--- src/rtl/nibble_serial_adder_pkg.sv ---
// rtl/nibble_serial_adder_pkg.sv - shared types and constants for the nibble-serial adder
//
// Purpose: state encoding and nibble size shared by the serial adder files.
package nibble_serial_adder_pkg;

  localparam int NIBBLE = 4;

  typedef enum logic {
    IDLE = 1'b0,
    RUN  = 1'b1
  } state_t;

endpackage

--- src/rtl/ripple_adder_4bit.sv ---
// rtl/ripple_adder_4bit.sv - 4-bit ripple-carry adder
//
// Purpose: purely combinational 4-bit adder with carry in/out.
// Ports:
//   a, b  in  4  addends
//   cin   in  1  carry in
//   sum   out 4  a + b + cin (low 4 bits)
//   cout  out 1  carry out of bit 3
module ripple_adder_4bit (
  input  logic [3:0] a,
  input  logic [3:0] b,
  input  logic       cin,
  output logic [3:0] sum,
  output logic       cout
);

  logic [4:0] c;

  always_comb begin
    c    = '0;
    sum  = '0;
    c[0] = cin;
    for (int i = 0; i < 4; i++) begin
      sum[i]  = a[i] ^ b[i] ^ c[i];
      c[i+1]  = (a[i] & b[i]) | (a[i] & c[i]) | (b[i] & c[i]);
    end
    cout = c[4];
  end

endmodule

--- src/rtl/nibble_serial_adder.sv ---
// rtl/nibble_serial_adder.sv - multi-cycle WIDTH-bit add/sub, one nibble per cycle
//
// Purpose: adds or subtracts two WIDTH-bit operands through a single 4-bit
// ripple adder, least-significant nibble first, carry registered between
// cycles. Flags are updated only when the last nibble completes.
// Ports:
//   clk        in  1      clock, rising edge
//   rst_n      in  1      synchronous active-low reset
//   start      in  1      begin an operation (sampled in IDLE only)
//   sub        in  1      0: a + b + carry_in, 1: a - b
//   a, b       in  WIDTH  operands, captured on accepted start
//   carry_in   in  1      initial carry for add
//   busy       out 1      operation in progress
//   done       out 1      one-cycle completion pulse
//   sum        out WIDTH  result (valid when busy = 0)
//   carry_out  out 1      final carry (sub: 1 = no borrow)
//   overflow   out 1      signed overflow
//   zero       out 1      result is zero
module nibble_serial_adder
  import nibble_serial_adder_pkg::*;
#(
  parameter int WIDTH = 16
) (
  input  logic             clk,
  input  logic             rst_n,
  input  logic             start,
  input  logic             sub,
  input  logic [WIDTH-1:0] a,
  input  logic [WIDTH-1:0] b,
  input  logic             carry_in,
  output logic             busy,
  output logic             done,
  output logic [WIDTH-1:0] sum,
  output logic             carry_out,
  output logic             overflow,
  output logic             zero
);

  localparam int N     = WIDTH / NIBBLE;
  localparam int IDX_W = (N > 1) ? $clog2(N) : 1;
  localparam logic [IDX_W-1:0] LAST_IDX = IDX_W'(N - 1);

  state_t             state;
  state_t             state_next;
  logic [IDX_W-1:0]   idx;
  logic               carry_q;
  logic [WIDTH-1:0]   op_a;
  logic [WIDTH-1:0]   op_b;

  logic [NIBBLE-1:0]  nib_a;
  logic [NIBBLE-1:0]  nib_b;
  logic [NIBBLE-1:0]  nib_sum;
  logic               nib_cout;
  logic [WIDTH-1:0]   sum_next;
  logic               last;

  // Nibble mux: select the current nibble of each captured operand.
  assign nib_a = op_a[NIBBLE*int'(idx) +: NIBBLE];
  assign nib_b = op_b[NIBBLE*int'(idx) +: NIBBLE];
  assign last  = (idx == LAST_IDX);

  ripple_adder_4bit u_adder (
    .a    (nib_a),
    .b    (nib_b),
    .cin  (carry_q),
    .sum  (nib_sum),
    .cout (nib_cout)
  );

  // Nibble demux: the full result as it will look after this edge, so the
  // flags can be computed from the final value in the completing cycle.
  always_comb begin
    sum_next = sum;
    sum_next[NIBBLE*int'(idx) +: NIBBLE] = nib_sum;
  end

  always_ff @(posedge clk) begin
    if (!rst_n) begin
      state <= IDLE;
    end else begin
      state <= state_next;
    end
  end

  always_comb begin
    state_next = state;
    case (state)
      IDLE: if (start) state_next = RUN;
      RUN:  if (last)  state_next = IDLE;
      default: state_next = IDLE;
    endcase
  end

  assign busy = (state == RUN);

  always_ff @(posedge clk) begin
    if (!rst_n) begin
      idx       <= '0;
      carry_q   <= 1'b0;
      op_a      <= '0;
      op_b      <= '0;
      done      <= 1'b0;
      sum       <= '0;
      carry_out <= 1'b0;
      overflow  <= 1'b0;
      zero      <= 1'b0;
    end else begin
      done <= 1'b0;
      case (state)
        IDLE: begin
          if (start) begin
            // Subtraction is a + ~b + 1, so invert b here and force carry.
            op_a    <= a;
            op_b    <= sub ? ~b : b;
            carry_q <= sub ? 1'b1 : carry_in;
            idx     <= '0;
          end
        end
        RUN: begin
          sum     <= sum_next;
          carry_q <= nib_cout;
          idx     <= idx + IDX_W'(1);
          if (last) begin
            done      <= 1'b1;
            carry_out <= nib_cout;
            zero      <= (sum_next == '0);
            overflow  <= (op_a[WIDTH-1] == op_b[WIDTH-1]) &&
                         (sum_next[WIDTH-1] != op_a[WIDTH-1]);
          end
        end
        default: ;
      endcase
    end
  end

endmodule

--- config.mk ---
export PLATFORM = sky130hd
export DESIGN_NAME = nibble_serial_adder
export DESIGN_NICKNAME = d
export VERILOG_FILES = /design/src/rtl/nibble_serial_adder_pkg.sv /design/src/rtl/ripple_adder_4bit.sv /design/src/rtl/nibble_serial_adder.sv
export SDC_FILE = /design/constraint.sdc
export NUM_CORES = 1
export LEC_CHECK = 0
export CORE_MARGIN = 4
export CORE_UTILIZATION = 46
export DETAILED_ROUTE_END_ITERATION = 7
export PLACE_DENSITY = 0.77
export SLEW_MARGIN = 20
export SYNTH_ARGS = -nofsm -noshare
export SYNTH_HDL_FRONTEND = slang
export SYNTH_SLANG_ARGS = --single-unit
--- constraint.sdc ---
create_clock -name clk -period 3.45 [get_ports clk]
set_input_delay 0.69 -clock clk [delete_from_list [all_inputs] [get_ports clk]]
set_output_delay 0.69 -clock clk [all_outputs]
set_load 0.05 [all_outputs]
## After elaboration in Yosys (flattened, before gate mapping)

Cells that the tools add are included.

| storage, ports and cells | value |
|---|---|
| input port bits | 37 |
| register bits after elaboration | 56 |
| output and inout bits | 21 |

| operators by class | value |
|---|---|
| reduce and logical (&&, ||, !) cells | 5 |
| add/sub/neg operators | 2 |
| shift-type cells | 4 |
| eq/ne operators | 4 |
| bitwise gates (word level) | 30 |
| muxes and demuxes | 11 |

Operators by type and width:

| kind | number |
|---|---|
| $neg A4 Y33 | 1 |
| $shift A4 B33 Y16 const A | 1 |
| $shiftx A4 B33 Y16 | 1 |
| $shiftx A16 B5 Y4 | 2 |
| $bwmux W16 | 1 |
| $logic_not A16 Y1 | 1 |
| $mux W16 | 1 |
| $not A16 Y16 | 1 |
| $and A1 B1 Y1 | 12 |
| $or A1 B1 Y1 | 8 |
| $xor A1 B1 Y1 | 8 |
| $reduce_and A2 Y1 | 3 |
| $mux W1 | 5 |
| $pmux W1 S2 | 2 |
| $pmux W2 S2 | 1 |
| $add A2 B1 Y2 const B | 1 |
| $eq A2 B2 Y1 const B | 1 |
| $mux W2 | 1 |
| $ne A2 B2 Y1 const B | 1 |
| $eq A1 B1 Y1 | 1 |
| $logic_and A1 B1 Y1 | 1 |
| $ne A1 B1 Y1 | 1 |
| $not A1 Y1 | 1 |

## Longest topological paths before layout

Gate-level depths: netlist (run 1).

| logic depth | value |
|---|---|
| depth after elaboration | 15 |
| mapped depth | 14 |
| depth with buffers taken out | 12 |

## Modules after synthesis

From an unflattened synthesis (run 1), not the netlist that was laid out.

| unflattened totals | value |
|---|---|
| cell total of the unflattened synthesis | 306 |
| area, all modules | 2822.7 um2 |

By module, submodules not included:

| module | cells an instance | area an instance (um2) | instances |
|---|---|---|---|
| nibble_serial_adder | 292 | 2705.1 | 1 |
| ripple_adder_4bit | 14 | 117.6 | 1 |

## Worst setup path after synthesis (run 1)

OpenSTA, ideal clock, no wires.

| timing path | value |
|---|---|
| path type | reg2reg |
| from | reg idx[0] |
| to | reg zero |
| setup slack | -359 ps |
| buffers on the path | 2 |
| cell stages (with the launch flop) | 15 |
| clock period less this slack | 3809 ps |
| arrival | 3722 ps |
| path through | dfxtp_1 -> buf_2 -> buf_2 -> mux4_2 -> fa_1 -> inv_1 -> fa_1 -> fa_1 -> inv_1 -> fa_1 -> nand2b_1 -> or3b_1 -> a311oi_1 -> nand3_1 -> o31ai_1 |

| on the way | value |
|---|---|
| longest elaborated chain between the ends | 14 |
| elaborated cells on any way between the ends | 32 |
| those cells by class | add/sub (1); eq/ne (1); shift (4); mux (1); bitwise (23); reduce/logical (2) |

Ends and longest elaborated chain:

| element | RTL line | source |
|---|---|---|
| start, declared | nibble_serial_adder.sv:45 | `logic [IDX_W-1:0] idx;` |
| start signal, assigned | nibble_serial_adder.sv:122 | `idx <= idx + IDX_W'(1);` |
| $shiftx A16 B5 Y4, on equally long branches | nibble_serial_adder.sv:58, nibble_serial_adder.sv:59 |  |
| $and A1 B1 Y1 | ripple_adder_4bit.sv:25 | `c[i+1] = (a[i] & b[i]) \| (a[i] & c[i]) \| (b[i] & c[i]);` |
| $or A1 B1 Y1 (2 in series) | ripple_adder_4bit.sv:25 |  |
| $and A1 B1 Y1 | ripple_adder_4bit.sv:25 |  |
| $or A1 B1 Y1 (2 in series) | ripple_adder_4bit.sv:25 |  |
| $and A1 B1 Y1 | ripple_adder_4bit.sv:25 |  |
| $or A1 B1 Y1 (2 in series) | ripple_adder_4bit.sv:25 |  |
| $xor A1 B1 Y1 | ripple_adder_4bit.sv:24 | `sum[i] = a[i] ^ b[i] ^ c[i];` |
| $shiftx A4 B33 Y16 | nibble_serial_adder.sv:74 | `sum_next[NIBBLE*int'(idx) +: NIBBLE] = nib_sum;` |
| $bwmux W16 | nibble_serial_adder.sv:74 |  |
| $logic_not A16 Y1 | nibble_serial_adder.sv:126 | `zero <= (sum_next == '0);` |
| end signal, assigned | nibble_serial_adder.sv:126 |  |
| end, declared | nibble_serial_adder.sv:36 | `output logic zero` |

Parallel ways exist; a longest one is shown, timed or not.
A chain may end at the register's enable or synchronous reset.

## Worst setup path in the final report (run 1)

Same ends and word-level chain as after synthesis.

==> flow_metrics.py, run 1 <==
metrics = {
    "synthesis": {
        "synthMuxAreaShare_pct": 6.71,
        "synthSimpleGateAreaFrac_pct": 21.5,
        "synth_top_area_share_pct": 39.6,
        "synth_edf_count": 0,
        "synthAdderAreaFrac_pct": 5.47,
        "ys_warn_count": 0,
        "syn_area_per_cell_sq_um": 9.11,
        "synthTopCellsByArea": "dfxtp_1 (40%), nand2_1 (9.0%), o211a_1 (6.4%)",
        "syn_area_sq_mm": 0.00283,
        "synth_compound_area_share_pct": 17.7,
        "ys_seq_area_share_pct": 39.6,
        "synth_ff_type": "dfxtp_1",
        "netlist_instances": 311,
        "yosys.area.top_type": "dfxtp_1",
        "synthesis.nets": 358,
        "yosysUniqueCellTypes": 42,
        "async_reset_ff_share_pct": 0,
        "synth_most_common_cell": "nand2_1",
        "ys_top_cells_by_count": "nand2_1 (68), dfxtp_1 (56), o211a_1 (18)",
        "synth_top_family_by_area": "simple AND/OR/NAND/NOR gates",
        "synth-xor-area-share_pct": 4.94,
        "ys_seq_elements": 56,
    },
    "power_and_ir_drop": {
        "irDropWorstVdd_mv": 0.251,
        "p_per_area_mw_per_mm2": 386,
        "finalPower_mw": 1.39,
        "power_leakage_nw": 1.46,
    },
    "worst_setup_path": {
        "critPathMaxStageDelay_ps": 440,
        "worstPathRequired_ps": 3690,
        "worstPathMaxFanout": 6,
        "r2r-start": "idx[0]",
        "startpoint_type": "flip-flop",
        "arrival_ps": 3540,
        "cp-end-kind": "flip-flop",
        "worstSetupPathType": "flip-flop to flip-flop",
        "crit_chain": "buf_4 -> mux4_2 -> inv_1 -> fa_2 -> fa_1 -> inv_1 -> fa_2 -> nand2b_4 -> or3b_1 -> a311oi_2 -> nand3_1 -> o31ai_1",
        "cpMaxStageDelayCell": "fa_2",
        "cp-startpoint": "idx[0]",
    },
    "global_route": {
        "overflow": 0,
        "grtUsageMet3_pct": 3.04,
        "use_met1_pct": 22.6,
        "grt.busiest_layer": "met2",
        "grt_max_degree": 56,
        "antenna_found_initial": 0,
        "grt_pass1_wl_mm": 10.4,
        "grt_util_all_layers_pct": 17.4,
        "grt_pass1_vias": 2263,
        "grt_util_met2_pct": 29.8,
    },
    "floorplan": {
        "dieWidth_um": 86.5,
        "dieArea_sq_mm": 0.00748,
        "start_util_pct": 47.6,
        "row_count": 28,
        "die_y_um": 86.5,
        "core_sq_mm": 0.00596,
        "ioPinCount": 58,
    },
    "clock_network": {
        "numCtsBuffers": 5,
        "clock_sink_count": 56,
        "ctsHtreeMaxLevel": 2,
        "cts_hold_buf": 0,
        "cts_root_buf": "clkbuf_8",
        "clock_latency_ps": 320,
        "clockBufferDepth": 2,
        "cts_tree": "yes",
        "cts.clk_slew.worst_paths_ps": 110,
    },
    "routing": {
        "drtAntennaViolNets": 0,
        "post-route-drc-count": 0,
        "wl_per_cell_um": 14.3,
        "initialDrtViolationCount": 158,
        "via_count": 2373,
        "first_pass_iters": 6,
        "routed_wl_mm": 6.26,
        "vias_per_cell": 5.41,
    },
    "placed_design": {
        "dpl.hpwl_mm": 4.76,
        "placed_area_sq_mm": 0.00350,
        "port_buffers": 57,
        "gp_congestion": 0.919,
        "post-place-ws_ps": 153,
    },
    "layout": {
        "insertedDiodeCount": 0,
        "drive_gt1_share_pct": 9.89,
        "syn2layout_area_growth_pct": 27.2,
        "fin_area_sq_mm": 0.00360,
        "fin_nets": 410,
    },
    "timing": {
        "fin_skew_ps": 13.4,
        "hold_violations": 0,
        "setup_violations": 0,
        "slew_violations": 0,
        "max_freq_mhz": 303,
        "grt_setup_unrepaired": "true",
        "period_share_pct": 95.6,
        "worst-slew-pin-transition_ps": 568,
        "worst_slack_ps": 151,
        "slew_headroom_pct": 62.2,
        "timing.hold.ws_ps": 459,
        "final.min_clock_period_ps": 3300,
    },
    "status": {
        "status": "finished clean",
    },
    "worst_hold_path": {
        "hold_start": "op_a[12]",
        "hold_class": "flip-flop to flip-flop",
    },
    "run": {
        "maxCapViolations": 0,
    },
}
-- worst max-delay path, delay by kind of cell (launching register included) --
| family | cells | cell delay, ps |
|---|---|---|
| simple gates | 3 | 630 |
| flops | 1 | 360 |
| fa+ha+maj | 3 | 1180 |
| buf+inv | 3 | 320 |
| compound gates | 2 | 390 |
| mux | 1 | 330 |
-- power breakdown --
part	switching, mW	internal, mW	total (mW)	leakage (nW)
sequential	0.0224	0.680	0.702	0.459
combinational	0.154	0.151	0.305	0.948
clock	0.231	0.154	0.385	0.0511
-- final timing paths --
path | to | slack [ps] | depth (start not counted)
worst max register to register | zero | 150 | 12
worst min register to register | op_a[12] | 460 | 2
worst min-delay path | op_a[12] | 460 | 2
worst max-delay path | zero | 150 | 12
-- metrics by stage --
| step | TNS [ps] | util, % | cells |
|---|---|---|---|
| after floorplan | -12.1 | - | 311 |
| after global placement | 0 | 58.8 | 431 |
| after detailed placement | 0 | 58.8 | 431 |
| after CTS | 0 | 60.4 | 439 |
| after global routing | -17.3 | 60.5 | 439 |
| final | 0 | 60.5 | 439 |
-- registers in the layout (all words and copies together) (netlist names) --
| name | cells |
|---|---|
| idx | 2 |
| zero | 1 |
| overflow | 1 |
| carry_out | 1 |
| op_b | 16 |
| carry_q | 1 |
| op_a | 16 |
| busy | 1 |
| done | 1 |
| sum | 16 |
-- per-layer routing --
layer,up-vias,wire [um]
li1,1181,-
met1,1123,2850
met2,59,3040
met3,10,302
met4,0,61
met5,-,0
-- layout make-up --
| class | instances | area, sq um |
|---|---|---|
| clock inverters | 3 | 28.8 |
| flip-flops and latches | 56 | 1120 |
| fillers | 535 | 2350 |
| well taps | 75 | 93.8 |
| repair buffers | 66 | 638 |
| clock buffers | 5 | 68.8 |
| inverters | 9 | 33.8 |
| multi-input cells | 225 | 1620 |
-- cells by family (layout without fill, tap and decap cells) --
group,count (synthesis),count (layout)
compound gates,64,64
xor+xnor,16,16
fa+ha+maj,10,10
buf+inv,30,83
flops,56,56
mux,9,9
simple gates,126,126
-- cells in the final DEF (no fill, tap or decap), types with 2 or more instances in the layout --
cell / Yosys / routed
nand2_1: 68 / 68
clkdlybuf4s50_1: 0 / 57
dfxtp_1: 56 / 55
o211a_1: 18 / 18
xnor2_1: 16 / 16
a21boi_0: 15 / 15
nor2b_1: 15 / 14
nor2_1: 9 / 9
buf_4: 0 / 9
mux4_2: 8 / 8
inv_1: 8 / 7
a21oi_1: 7 / 7
a21boi_1: 6 / 6
nand3_1: 6 / 6
nor3_1: 6 / 6
ha_1: 6 / 6
o21ai_0: 5 / 5
clkbuf_8: 0 / 5
nand4_1: 4 / 4
and2_1: 4 / 4
a22oi_1: 3 / 3
fa_2: 0 / 3
inv_2: 1 / 2
nand2b_1: 3 / 2
and3_1: 2 / 2
nor4_1: 2 / 2
a32oi_1: 2 / 2
inv_6: 0 / 2
-- repair_timing --
action,in CTS,in global routing
buffers inserted,0,0
hold endpoints to repair,0,0
endpoints found under the setup margin,0,1
gates resized for setup,0,1
Power figures use the tool's default switching activity.
==> inputs of run 2 (changes only) <==
--- a/config.mk
+++ b/config.mk
@@ -8,8 +8,9 @@
 export CORE_MARGIN = 4
 export CORE_UTILIZATION = 46
 export DETAILED_ROUTE_END_ITERATION = 7
+export MAX_ROUTING_LAYER = met4
 export PLACE_DENSITY = 0.77
-export SLEW_MARGIN = 20
+export SLEW_MARGIN = 10
 export SYNTH_ARGS = -nofsm -noshare
 export SYNTH_HDL_FRONTEND = slang
 export SYNTH_SLANG_ARGS = --single-unit
==> run 2 against run 1 <==
Compared with the run above: critical path depth did not move; sequential share of layout area did not move; register-to-register slack barely moved; via count rose by 0.80%; clock power barely moved; maximum frequency fell by 0.20%; wire length rose by 0.18%.
==> flow_metrics.py, run 2 (synthesis gave the netlist of run 1 again) <==
metrics = {
    "status": {
        "status": "finished clean",
    },
    "placed_design": {
        "placed_area_sq_mm": 0.00350,
        "port_buffers": 57,
        "dpl.hpwl_mm": 4.76,
        "gp_congestion": 0.935,
    },
    "floorplan": {
        "row_count": 28,
        "ioPinCount": 58,
        "dieWidth_um": 86.5,
        "dieArea_sq_mm": 0.00748,
        "start_util_pct": 47.6,
        "die_y_um": 86.5,
        "core_sq_mm": 0.00596,
    },
    "worst_setup_path": {
        "worstSetupPathType": "flip-flop to flip-flop",
        "worstPathRequired_ps": 3690,
        "crit_chain": "buf_4 -> mux4_2 -> inv_1 -> fa_2 -> fa_1 -> inv_1 -> fa_2 -> nand2b_4 -> or3b_1 -> a311oi_2 -> nand3_1 -> o31ai_1",
        "critPathMaxStageDelay_ps": 440,
        "rr_endpoint": "zero",
        "startpoint_type": "flip-flop",
        "rrSetupSlack_ps": 140,
        "worstPathMaxFanout": 6,
        "rr_worst_depth": 12,
        "arrival_ps": 3550,
        "cpLargestDelayFamily": "adder cells",
        "cp-end-kind": "flip-flop",
        "r2r-start": "idx[0]",
        "cpMaxStageDelayCell": "fa_2",
        "cp_num_buf_inv": 3,
    },
    "run": {
        "maxCapViolations": 0,
    },
    "power_and_ir_drop": {
        "irDropWorstVdd_mv": 0.251,
        "p_per_area_mw_per_mm2": 386,
        "power_leakage_nw": 1.46,
    },
    "routing": {
        "vias_per_cell": 5.45,
        "first_pass_iters": 6,
        "via_count": 2392,
        "routed_wl_mm": 6.27,
        "wl_per_cell_um": 14.3,
        "drtAntennaViolNets": 0,
        "initialDrtViolationCount": 164,
        "post-route-drc-count": 0,
    },
    "clock_network": {
        "cts_root_buf": "clkbuf_8",
        "cts.clk_slew.worst_paths_ps": 110,
        "ctsHtreeMaxLevel": 2,
        "numCtsBuffers": 5,
        "clock_sink_count": 56,
        "cts_setup_buffers": 0,
        "clockBufferDepth": 2,
        "cts_tree": "yes",
        "clock_latency_ps": 320,
    },
    "worst_hold_path": {
        "hold_class": "flip-flop to flip-flop",
        "hold_start": "op_a[12]",
        "min_path_cells": 2,
        "hold_end": "op_a[12]",
    },
    "layout": {
        "layout_common_cells": "nand2_1 (68), clkdlybuf4s50_1 (57), dfxtp_1 (55)",
        "syn2layout_area_growth_pct": 27.2,
        "insertedDiodeCount": 0,
        "fin_nets": 410,
        "layout_commonest_cell": "nand2_1",
        "nFillCells": 535,
        "drive_gt1_share_pct": 9.89,
        "final-seq-area_sq_mm": 0.00112,
        "reg.largest.list": "op_a (16), op_b (16), sum (16)",
        "fin_area_sq_mm": 0.00360,
        "multi_input_area_sq_mm": 0.00162,
    },
    "global_route": {
        "overflow": 0,
        "grt_pass1_wl_mm": 10.4,
        "grt_util_all_layers_pct": 17.9,
        "grt_pass1_vias": 2256,
        "grt_max_degree": 56,
        "antenna_found_initial": 0,
    },
    "timing": {
        "fin_skew_ps": 12.6,
        "final.min_clock_period_ps": 3310,
        "grt_setup_unrepaired": "true",
        "period_share_pct": 95.8,
        "worst-slew-pin-transition_ps": 571,
        "setup_violations": 0,
        "hold_violations": 0,
        "slew_headroom_pct": 62.0,
        "slew_violations": 0,
        "max_freq_mhz": 303,
        "timing.hold.ws_ps": 459,
    },
}
## run 2: cell counts in the layout (fill, tap and decap cells not counted)
No cell type changed its count.
## run 2: how the worst max path moves through the flow
stage,start,endpoint,slack (ps),cells after the start
finish,idx[0],zero,140,12
global route,idx[0],zero,-20,12
CTS,idx[0],zero,120,12
detailed placement,idx[0],zero,150,12
global placement,idx[0],zero,230,12
floorplan,idx[0],zero,-10,14
## run 2: worst min-delay path: cells and delay by family (launching register included)
kind / cells / cell delay, ps
AND/OR/NAND/NOR: 1 / 50
flip-flops: 1 / 330
AO/OA/AOI/OAI: 1 / 50
## run 2: power breakdown
group          internal [mW]  switching, mW
clock                  0.154          0.232
sequential             0.680         0.0224
combinational          0.151          0.154
## run 2: final cells by class
class,count,share of cell area [%]
inverters,9,0.937
clock inverters,3,0.798
multi-input cells,225,44.9
flip-flops and latches,56,31.1
well taps,75,2.60
clock buffers,5,1.91
repair buffers,66,17.7
## run 2: through the flow
stage	worst slack [ps]	setup TNS, ps	util, %	instances	power, mW
2_1_floorplan	-12.1	-12.1	-	311	0.917
3_3_place_gp	231	0	58.8	431	1.02
3_5_place_dp	153	0	58.8	431	1.02
4_1_cts	123	0	60.4	439	1.40
5_1_grt	-17.3	-17.3	60.5	439	1.46
6_report	144	0	60.5	439	1.39
## run 2: routing by layer
metal	vias up	GRT usage [%]	part of all wire (%)
met3	13	2.95	5.0
met2	63	29.9	49
met4	0	4.67	1.2
met5	-	-	0
li1	1183	-	-
met1	1133	22.6	45
## run 2: repair_timing
item | 4_1_cts | 5_1_grt
setup endpoints to repair | 0 | 1
gates resized for setup | 0 | 1
hold buffers | 0 | 0
